<file path="src/rtl/seq_alu_acc.sv">
// seq_alu_acc: sequential ALU with a 2W-bit accumulator (ALUout).
// Operand A is Data, operand B is ALUout[W-1:0]. Single-cycle ops update
// ALUout at the accepting edge. Multiply runs as a W-cycle shift-add
// sequence while Busy is high.
// Optional feature: define SEQ_ALU_SAT_EN for saturating add/subtract.
// Handshake: an operation is accepted on a rising edge where Start=1 and
// Busy=0 (and Reset_b=1). Done pulses for the one cycle after ALUout has
// been written. Start is ignored while Busy=1. A new Start may be issued
// in the same cycle Done is high.
module seq_alu_acc #(
   parameter int WIDTH = 4
) (
   input  logic                 Clock,
   input  logic                 Reset_b,
   input  logic [WIDTH-1:0]     Data,
   input  logic [2:0]           Function,
   input  logic                 Start,
   output logic                 Busy,
   output logic                 Done,
   output logic                 Flag,
   output logic [2*WIDTH-1:0]   ALUout,
   output logic                 o_dbg_state
);

   localparam int CW = (WIDTH > 2) ? $clog2(WIDTH) : 1;
   localparam logic [CW-1:0] LAST_CNT = CW'(WIDTH - 1);

   localparam logic [2:0] FN_ADD  = 3'b000;
   localparam logic [2:0] FN_MUL  = 3'b001;
   localparam logic [2:0] FN_SHL  = 3'b010;
   localparam logic [2:0] FN_HOLD = 3'b011;
   localparam logic [2:0] FN_SUB  = 3'b100;
   localparam logic [2:0] FN_AND  = 3'b101;
   localparam logic [2:0] FN_OR   = 3'b110;
   localparam logic [2:0] FN_CLR  = 3'b111;

   typedef enum logic {
      ST_IDLE = 1'b0,
      ST_MUL  = 1'b1
   } state_t;

   state_t                r_state;
   logic [2*WIDTH-1:0]    r_alu;
   logic                  r_flag;
   logic                  r_busy;
   logic                  r_done;
   logic [2*WIDTH-1:0]    r_prod;
   logic [2*WIDTH-1:0]    r_mcand;
   logic [WIDTH-1:0]      r_mplier;
   logic [CW-1:0]         r_cnt;

   logic [WIDTH-1:0]      w_b;
   logic [WIDTH:0]        w_sum;
   logic [WIDTH:0]        w_diff;
   logic [2*WIDTH-1:0]    w_shl;
   logic [2*WIDTH-1:0]    w_unshl;
   logic                  w_shl_lost;
   logic [2*WIDTH-1:0]    w_prod_add;
   logic [2*WIDTH-1:0]    w_alu_nxt;
   logic                  w_flag_nxt;

   assign w_b        = r_alu[WIDTH-1:0];
   assign w_sum      = {1'b0, Data} + {1'b0, w_b};
   assign w_diff     = {1'b0, w_b} - {1'b0, Data};
   // Shifting back and comparing detects any set bit pushed past bit 2W-1;
   // amounts >= 2W give 0 both ways, so any nonzero B reports a loss.
   assign w_shl      = {{WIDTH{1'b0}}, w_b} << Data;
   assign w_unshl    = w_shl >> Data;
   assign w_shl_lost = (w_unshl != {{WIDTH{1'b0}}, w_b});
   assign w_prod_add = r_prod + (r_mplier[0] ? r_mcand : '0);

   // Next accumulator value and flag for the single-cycle operations
   always_comb begin
      w_alu_nxt  = r_alu;
      w_flag_nxt = r_flag;
      case (Function)
         FN_ADD: begin
`ifdef SEQ_ALU_SAT_EN
            if (w_sum[WIDTH]) begin
               w_alu_nxt  = {{WIDTH{1'b0}}, {WIDTH{1'b1}}};
               w_flag_nxt = 1'b1;
            end else begin
               w_alu_nxt  = {{WIDTH{1'b0}}, w_sum[WIDTH-1:0]};
               w_flag_nxt = 1'b0;
            end
`else
            w_alu_nxt  = {{(WIDTH-1){1'b0}}, w_sum};
            w_flag_nxt = w_sum[WIDTH];
`endif
         end
         FN_SUB: begin
`ifdef SEQ_ALU_SAT_EN
            if (w_diff[WIDTH]) begin
               w_alu_nxt  = '0;
               w_flag_nxt = 1'b1;
            end else begin
               w_alu_nxt  = {{WIDTH{1'b0}}, w_diff[WIDTH-1:0]};
               w_flag_nxt = 1'b0;
            end
`else
            w_alu_nxt  = {{WIDTH{1'b0}}, w_diff[WIDTH-1:0]};
            w_flag_nxt = w_diff[WIDTH];
`endif
         end
         FN_SHL: begin
            w_alu_nxt  = w_shl;
            w_flag_nxt = w_shl_lost;
         end
         FN_AND: begin
            w_alu_nxt  = {{WIDTH{1'b0}}, w_b & Data};
            w_flag_nxt = 1'b0;
         end
         FN_OR: begin
            w_alu_nxt  = {{WIDTH{1'b0}}, w_b | Data};
            w_flag_nxt = 1'b0;
         end
         FN_CLR: begin
            w_alu_nxt  = '0;
            w_flag_nxt = 1'b0;
         end
         FN_HOLD, FN_MUL: begin
            w_alu_nxt  = r_alu;
            w_flag_nxt = r_flag;
         end
         default: begin
            w_alu_nxt  = r_alu;
            w_flag_nxt = r_flag;
         end
      endcase
   end

   // Control FSM: accepts operations in IDLE, runs shift-add multiply in MUL
   always_ff @(posedge Clock) begin
      if (!Reset_b) begin
         r_state  <= ST_IDLE;
         r_alu    <= '0;
         r_flag   <= 1'b0;
         r_busy   <= 1'b0;
         r_done   <= 1'b0;
         r_prod   <= '0;
         r_mcand  <= '0;
         r_mplier <= '0;
         r_cnt    <= '0;
      end else begin
         r_done <= 1'b0;
         case (r_state)
            ST_IDLE: begin
               if (Start) begin
                  if (Function == FN_MUL) begin
                     r_state  <= ST_MUL;
                     r_busy   <= 1'b1;
                     r_prod   <= '0;
                     r_mcand  <= {{WIDTH{1'b0}}, Data};
                     r_mplier <= w_b;
                     r_cnt    <= '0;
                  end else begin
                     r_alu  <= w_alu_nxt;
                     r_flag <= w_flag_nxt;
                     r_done <= 1'b1;
                  end
               end
            end
            ST_MUL: begin
               // One multiplier bit per cycle; Start is ignored here
               r_prod   <= w_prod_add;
               r_mcand  <= r_mcand << 1;
               r_mplier <= r_mplier >> 1;
               r_cnt    <= r_cnt + 1'b1;
               if (r_cnt == LAST_CNT) begin
                  r_alu   <= w_prod_add;
                  r_flag  <= 1'b0;
                  r_busy  <= 1'b0;
                  r_done  <= 1'b1;
                  r_state <= ST_IDLE;
               end
            end
            default: r_state <= ST_IDLE;
         endcase
      end
   end

   assign ALUout      = r_alu;
   assign Flag        = r_flag;
   assign Busy        = r_busy;
   assign Done        = r_done;
   assign o_dbg_state = r_state;

endmodule

</file>
<file path="config.mk">
export PLATFORM = sky130hd
export DESIGN_NAME = seq_alu_acc
export DESIGN_NICKNAME = d
export VERILOG_FILES = /design/src/rtl/seq_alu_acc.sv
export SDC_FILE = /design/constraint.sdc
export NUM_CORES = 1
export LEC_CHECK = 0
export CELL_PAD_IN_SITES_DETAIL_PLACEMENT = 1
export CELL_PAD_IN_SITES_GLOBAL_PLACEMENT = 1
export CORE_MARGIN = 2
export CORE_UTILIZATION = 43
export CTS_CLUSTER_DIAMETER = 150
export DETAILED_ROUTE_END_ITERATION = 12
export PLACE_DENSITY_LB_ADDON = 0.1
export SLEW_MARGIN = 20
export SYNTH_ARGS = -nofsm -noshare
export SYNTH_HDL_FRONTEND = slang
export SYNTH_SLANG_ARGS = --single-unit
</file>
<file path="constraint.sdc">
create_clock -name Clock -period 3.49 [get_ports Clock]
set_clock_uncertainty 0.15 [all_clocks]
set_input_delay 0.698 -clock Clock [delete_from_list [all_inputs] [get_ports Clock]]
set_output_delay 0.698 -clock Clock [all_outputs]
set_load 0.02 [all_outputs]
</file>
; Word level (Yosys, flattened, before mapping)
; Cells that the tools add are included.
[op_classes]
n_addsub = 4
eq_ne = 14
shifts = 2
muxes = 34
n_bitwise = 3
n_reduce_logical = 6
[op_table]
columns = operator, count
row1 = $mux W8, 8
row2 = $pmux W8 S2, 3
row3 = $pmux W8 S6, 1
row4 = $eq A3 B3 Y1 const B, 4
row5 = $mux W1, 11
row6 = $add A8 B8 Y8, 1
row7 = $mux W4, 2
row8 = $ne A2 B2 Y1 const B, 4
row9 = $ne A8 B4 Y1, 1
row10 = $pmux W1 S2, 4
row11 = $pmux W4 S2, 1
row12 = $shl A4 B4 Y8, 1
row13 = $shr A8 B4 Y8, 1
row14 = $eq A3 B2 Y1 const B, 2
row15 = $add A4 B4 Y5, 1
row16 = $sub A4 B4 Y5, 1
row17 = $and A4 B4 Y4, 1
row18 = $mux W2, 2
row19 = $or A4 B4 Y4, 1
row20 = $pmux W1 S4, 1
row21 = $pmux W2 S2, 1
row22 = $reduce_and A4 Y1, 1
row23 = $eq A3 B1 Y1 const B, 1
row24 = $logic_not A3 Y1, 1
row25 = other kinds (8), 8
[word_totals]
ff_bits = 34
in_bits = 10
output_inout_bits = 12
elab_cells = 72

; Depth between registers and ports, before layout
; Gate-level depths: netlist (run 1).
[logic_depth]
ltp_word = 7
depth_mapped = 8
depth_no_buf = 8

; Worst setup path after synthesis (run 1)
; OpenSTA, ideal clock, no wires.
[synth_path]
path_type = input -> register
from = input Data[2]
to = register r_alu[3] (netlist: ALUout[3])
setup_ns = 0.132
arrival_time_ns = 2.407
required_ns = 3.208
setup_slack_ns = 0.801
cell_stages = 8
n_path_buf = 1
cell_sequence = clkbuf_1 > inv_1 > ha_1 > or3_1 > a31oi_1 > o21ai_0 > a311oi_1 > o32ai_1
[synth_between]
elab_chain_cells = 5
word_cells_on_any_way = 7
cone_classes = 2 x add/sub / 1 x shift / 4 x mux
[synth_rtl]
columns = element, line_no
row1 = from (decl), 15  ; input logic [WIDTH-1:0] Data,
row2 = "$sub A4 B4 Y5, or another cell as far along", 64  ; assign w_diff = {1'b0, w_b} - {1'b0, Data};
row3 = $pmux W8 S6 *, 76  ; case (Function)
row4 = $mux W8 *, 149  ; if (Function == FN_MUL) begin
row5 = $mux W8 *, 148  ; if (Start) begin
row6 = $pmux W8 S2 *, 146  ; case (r_state)
row7 = to (signal assigned), 157  ; r_alu <= w_alu_nxt;
row8 = to (signal assigned), 170  ; r_alu <= w_prod_add;
row9 = to (decl), 43  ; logic [2*WIDTH-1:0] r_alu;
; Mark *: on every way between the ends. The rest lies on a longest branch, timed or not. The select of a mux whose other input is x is not followed.
; A chain may end at the register's enable or synchronous reset.

; Worst setup path in the final report (run 1)
[layout_path]
from = input Data[0]
to = register r_alu[3] (netlist: ALUout[3])
; The elaborated chain is that of the path after synthesis.

==> out/metrics.yaml, run 1 <==
global_routing:
  grt_max_degree: 24
  grt_pass1_wl_um: 12200
  grt_usage_pct: 24.8
  antenna_found_initial: 0
  grt_pass1_vias: 2334
  grt.overflow.total: 0
min_path:
  whs_endpoint: "r_prod[5]"
  holdPathStages: 2
  hold_class: "flip-flop to flip-flop"
  worstHoldStart: "r_prod[5]"
drt:
  routed-via-count: 2430
  drt_first_pass_iters: 5
  route.detailed.drc: 0
  wl_um: 7410
  drt_iter0_markers: 157
  wl_per_cell_um: 18.9
  detail-route-antenna-nets: 0
  vias_per_cell: 6.18
clocking:
  cts_inserted_buffers: 5
  cts.sinks: 34
  hold_buffers: 0
  ctsResizeCount: 0
  ctsHtreeMaxLevel: 2
  root_buffer: "clkbuf_8"
  clock_latency_ps: 300
  cts_tree: "done"
  clk_pin_slew_worst_paths_ps: 80
  cts_setup_buffers: 0
  clock_path_buffers: 2
sta:
  fin_setup_tns_ps: 0
  setup_ws_ps: 620
  fin_crit_ps: 2870
  setup_viol: 0
  fin_crit_sh_pct: 82.2
  hold_violations: 0
  fmax_ghz: 0.348
  maxSlewViolCount: 0
  rsz0062_at_grt: "false"
  slew_headroom_pct: 51.9
  tightest_slew_ps: 717
floorplan:
  die_w_um: 79.2
  die_h_um: 79.2
  rows: 27
  io_pins: 22
  coreArea_um2: 5470
  start_util_pct: 44.4
  die-area_um2: 6260
critical_path:
  end_kind: "flip-flop"
  required_ps: 3510
  r2r_setup_slack_ps: 950
  rr_endpoint: "ALUout[3]"
  critPathLaunchType: "input pin"
  cp.arrival_ps: 2890
  startpoint: "Data[0]"
  crit_fanout: 12
  worstReg2RegStart: "ALUout[2]"
  crit_type: "input pin to flip-flop"
  r2r_cells: 7
logic_synthesis:
  syn_nets: 330
  synth_warnings: 0
  synth_common_cells: "dfxtp_1, nor2_1, nand2_1, ha_1, o21ai_0"
  synth_area_leaders: "dfxtp_1, ha_1, nor2_1, o21ai_0, nand2_1"
  synth_top_family_by_area: "compound AO/OA/AOI/OAI gates"
  synth_cells: 296
  synth_xor_area_share_pct: 1.08
  synthAdderAreaFrac_pct: 13.3
  synthSimpleGateAreaFrac_pct: 20.2
  synth_mux_area_share_pct: 3.45
  synth.most_common_cell: "dfxtp_1"
  syn-mean-instance-area_um2: 8.20
  yosysTopAreaCellShare_pct: 28.0
  synth_compound_area_share_pct: 28.4
  yosys_most_used_dff: "dfxtp_1"
  synth_edf_count: 0
  ys_types: 56
  async_flop_share_pct: 0
  syn_area_um2: 2430
  ys_seq_area_share_pct: 28.0
  yosysTopAreaCell: "dfxtp_1"
  synth_seq_cells: 34
run_status:
  status: "finished clean"
placed_design:
  dp_hpwl_um: 5520
  pre_cts_slack_ps: 333
  gp_congestion: 0.921
  port_buffers: 21
layout:
  drive_above_1_share_pct: 7.79
  post-route-util_pct: 52.7
  antennaDiodeCount: 0
  nNetsFinal: 354
  syn_to_final_growth_pct: 18.8
pwr:
  leakage_nw: 1.15
  sw_frac_of_total_pct: 27.6
  power_switching_w: 0.000292
  pwr-share-comb_pct: 18.5
  sequentialPowerShare_pct: 38.9
  p_int_w: 0.000766
  pwr-share-clk_pct: 42.5
  powerDensity_nw_per_um2: 367
  max-vdd-ir-drop_v: 0.000189
job:
  cap_viol_max_count: 0
[cell families (layout without fill, tap and decap cells)]
family,after synthesis,in the layout
adder cells (fa/ha/maj),24,24
AND/OR/NAND/NOR,97,97
multiplexers,7,7
flip-flops,34,34
XOR/XNOR,3,3
buffers and inverters,31,56
AO/OA/AOI/OAI,100,100
[area by class of cell]
type                            count  area (um^2)
Clock buffer                        5         68.8
Clock inverter                      3         68.8
Fill cell                         694         2590
Inverter                           15         56.3
Multi-Input combinational cell    231         1620
Sequential cell                    34          681
Tap cell                           72         90.1
Timing Repair Buffer               33          300
[flip-flops by register name (all words and copies together) (netlist names)]
register	count
ALUout	8
Flag	1
Busy	1
r_mplier	4
r_cnt	2
o_dbg_state	1
Done	1
r_mcand	8
r_prod	8
[power groups by stage]
| stage | Clock [W] | Combinational, W | Sequential (W) |
|---|---|---|---|
| floorplan | 0 | 0.000107 | 0.000427 |
| global placement | 0 | 0.000191 | 0.000420 |
| detailed placement | 0 | 0.000192 | 0.000421 |
| CTS | 0.000459 | 0.000193 | 0.000412 |
| global route | 0.000480 | 0.000212 | 0.000413 |
| finish | 0.000450 | 0.000196 | 0.000412 |
[worst max-delay path by stage]
stage	endpoint	cells past startpoint	slack, ps
floorplan	ALUout[3]	8	800
global placement	Flag	9	430
detailed placement	ALUout[3]	7	330
CTS	ALUout[3]	7	640
global route	ALUout[3]	7	500
finish	ALUout[3]	7	620
[critical path, stage by stage]
cell             delay, ps
clkdlybuf4s50_1        660
ha_1                   370
or3_1                  380
a31oi_1                170
o21ai_0                130
a311oi_1               340
o32ai_1                140
[placed cells by master (no fill, tap or decap), types with 3 or more instances in the layout]
cell type        netlist  layout
nand2b_1               5       5
a41o_1                 3       3
a21o_1                 3       3
clkbuf_8               0       5
nor2b_1                8       8
a22oi_1               11      11
a222oi_1               7       7
buf_4                  1      12
fa_1                   3       3
nand3_1                7       7
inv_1                 14      14
clkdlybuf4s50_1        0      21
and2_1                 7       7
dfxtp_1               34      34
o21ai_0               20      20
nand2_1               24      24
ha_1                  21      21
o21a_1                 3       3
nor4_1                 3       3
a21oi_1               16      16
a31oi_1                9       8
nor2_1                28      28
mux2i_1                5       5
o22ai_1                5       5
[stage by stage]
step           power, W  hold slack [ps]  instances  instance area, um^2
6_report        0.00106              319        393                 2890
5_1_grt         0.00111              348        393                 2890
4_1_cts         0.00106              321        393                 2890
3_5_place_dp   0.000613              308        385                 2750
3_3_place_gp   0.000611              302        385                 2750
2_1_floorplan  0.000535              291        296                 2430
[metal layers]
layer / part of all wire [%] / vias up / GRT usage, %
met3: 4.1 / 11 / 3.98
met1: 50 / 1194 / 35.5
met5: 0 / - / 0
met2: 44 / 67 / 39.0
li1: - / 1158 / -
met4: 1.7 / 0 / 5.86
Note: power is estimated with default switching activity, not from simulation.
==> run 2: changes to the inputs <==
Settings changed: CORE_UTILIZATION 43 to 39.
Clock period 3.49 ns to 2.6 ns, I/O delays scaled along.
==> run 2 against run 1 <==
Register-to-register slack got worse by 750 ps. Count of clock-buffer cells in the layout did not move. Critical path depth rose by 1. Global-route usage fell by 1.7 points. Via count rose by 1.2%. Design area rose by 5.6%. Non-clock buffer count rose by 19. Combinational power rose by 52%. Core utilization fell by 1.6 points. Wire length rose by 4.8%. Critical endpoint unchanged. Cell count rose by 5.6%.
==> out/metrics.yaml, run 2 (synthesis gave the netlist of run 1 again) <==
run_status:
  status: "finished clean"
floorplan:
  die_h_um: 82.9
  start_util_pct: 40.8
  die-area_um2: 6870
  rows: 28
  coreArea_um2: 5960
  io_pins: 22
  die_w_um: 82.9
critical_path:
  end_kind: "flip-flop"
  r2r_setup_slack_ps: 200
  critPathLaunchType: "input pin"
  slowest_delay_ps: 480
  slowest_stage: "clkdlybuf4s50_1"
  crit_chain: "clkdlybuf4s50_1 > inv_1 > ha_1 > or3_1 > a31oi_1 > o21ai_0 > a311oi_1 > o32ai_1"
  cp.arrival_ps: 2440
  crit_fanout: 2
  required_ps: 2620
  crit_type: "input pin to flip-flop"
placed_design:
  port_buffers: 21
  dp_hpwl_um: 5850
  numPlacedInstances: 407
  gp_congestion: 0.944
  pre_cts_slack_ps: -145
sta:
  setup_viol: 0
  rsz0062_at_grt: "false"
  tightest_slew_ps: 685
  fin_setup_tns_ps: 0
  fmax_ghz: 0.414
  hold_slack_ps: 323
  slew_headroom_pct: 54.1
  setup_ws_ps: 185
  fin_crit_ps: 2410
  fin_crit_sh_pct: 92.9
  maxSlewViolCount: 0
  hold_violations: 0
drt:
  detail-route-antenna-nets: 0
  drt_iter0_markers: 132
  routed-via-count: 2458
  route.detailed.drc: 0
  wl_per_cell_um: 18.7
  vias_per_cell: 5.92
  drt_first_pass_iters: 4
  wl_um: 7770
clocking:
  clk_pin_slew_worst_paths_ps: 80
  cts_tree: "done"
  hold_buffers: 0
  root_buffer: "clkbuf_8"
  cts.sinks: 34
  ctsHtreeMaxLevel: 2
  clock_path_buffers: 2
  cts_inserted_buffers: 5
  clock_latency_ps: 290
pwr:
  power_w: 0.00145
  pwr-share-clk_pct: 41.9
  sw_frac_of_total_pct: 27.7
  p_int_w: 0.00105
  powerDensity_nw_per_um2: 476
  sequentialPowerShare_pct: 37.6
  pwr-share-comb_pct: 20.6
  max-vdd-ir-drop_v: 0.000369
  leakage_nw: 1.26
  power_switching_w: 0.000402
layout:
  final_common_cell: "dfxtp_1"
  syn_to_final_growth_pct: 25.5
  register_area_um2: 681
  final_cells: 415
  nNetsFinal: 373
  drive_above_1_share_pct: 12.9
  nFillCells: 734
  multi_input_area_um2: 1620
  layout_common_cells: "dfxtp_1, buf_4, nor2_1"
  antennaDiodeCount: 0
global_routing:
  grt_usage_pct: 23.1
  grt_pass1_vias: 2448
  grt_max_degree: 31
  grt.overflow.total: 0
  grt_pass1_wl_um: 12900
  antenna_found_initial: 0
min_path:
  hold_class: "flip-flop to flip-flop"
job:
  cap_viol_max_count: 0
run 2: path summary, 6_finish.rpt:
| path | startpoint | endpoint | cells past startpoint |
|---|---|---|---|
| worst max-delay path | Data[2] | ALUout[3] | 8 |
| worst min-delay path | Flag | Flag | 2 |
| worst max register to register | r_mplier[0] | r_prod[7] | 7 |
| worst min register to register | Flag | Flag | 2 |
run 2: cell type report:
| type | count | area share, % |
|---|---|---|
| timing repair buffer | 52 | 15.0 |
| multi-input combinational | 231 | 53.2 |
| clock buffer | 5 | 2.26 |
| sequential | 34 | 22.3 |
| tap | 75 | 3.08 |
| inverter | 15 | 1.85 |
| clock inverter | 3 | 2.26 |
run 2: layer usage:
metal / track usage, % / part of all wire [%]
met1: 33.3 / 50
met2: 35.0 / 44
met3: 5.96 / 5.4
met4: 4.02 / 0.66
met5: 0 / 0
run 2: stage by stage:
stage                     util [%]  instance area (um^2)
after CTS                     51.1                  3040
after global routing          51.2                  3050
after floorplan                  -                  2430
final                         51.2                  3050
after detailed placement      48.8                  2910
after global placement        48.8                  2910
run 2: power groups by stage:
| stage | Clock [W] | Combinational [W] | Sequential (W) |
|---|---|---|---|
| floorplan | 0 | 0.000144 | 0.000574 |
| global placement | 0 | 0.000294 | 0.000556 |
| detailed placement | 0 | 0.000296 | 0.000557 |
| CTS | 0.000616 | 0.000298 | 0.000544 |
| global route | 0.000636 | 0.000325 | 0.000547 |
| finish | 0.000607 | 0.000298 | 0.000545 |
run 2: timing repair:
item,CTS,global route
endpoints found under the setup margin,0,1
hold endpoints to repair,0,0
gates resized for setup,0,1
setup buffers,0,0
run 2: worst max-delay path, delay by kind of cell:
kind                       cells  cell delay [ps]
AOI/OAI and AO/OA              4              680
buffers and inverters          2              540
adders and majority gates      1              300
and+or+nand+nor                1              400
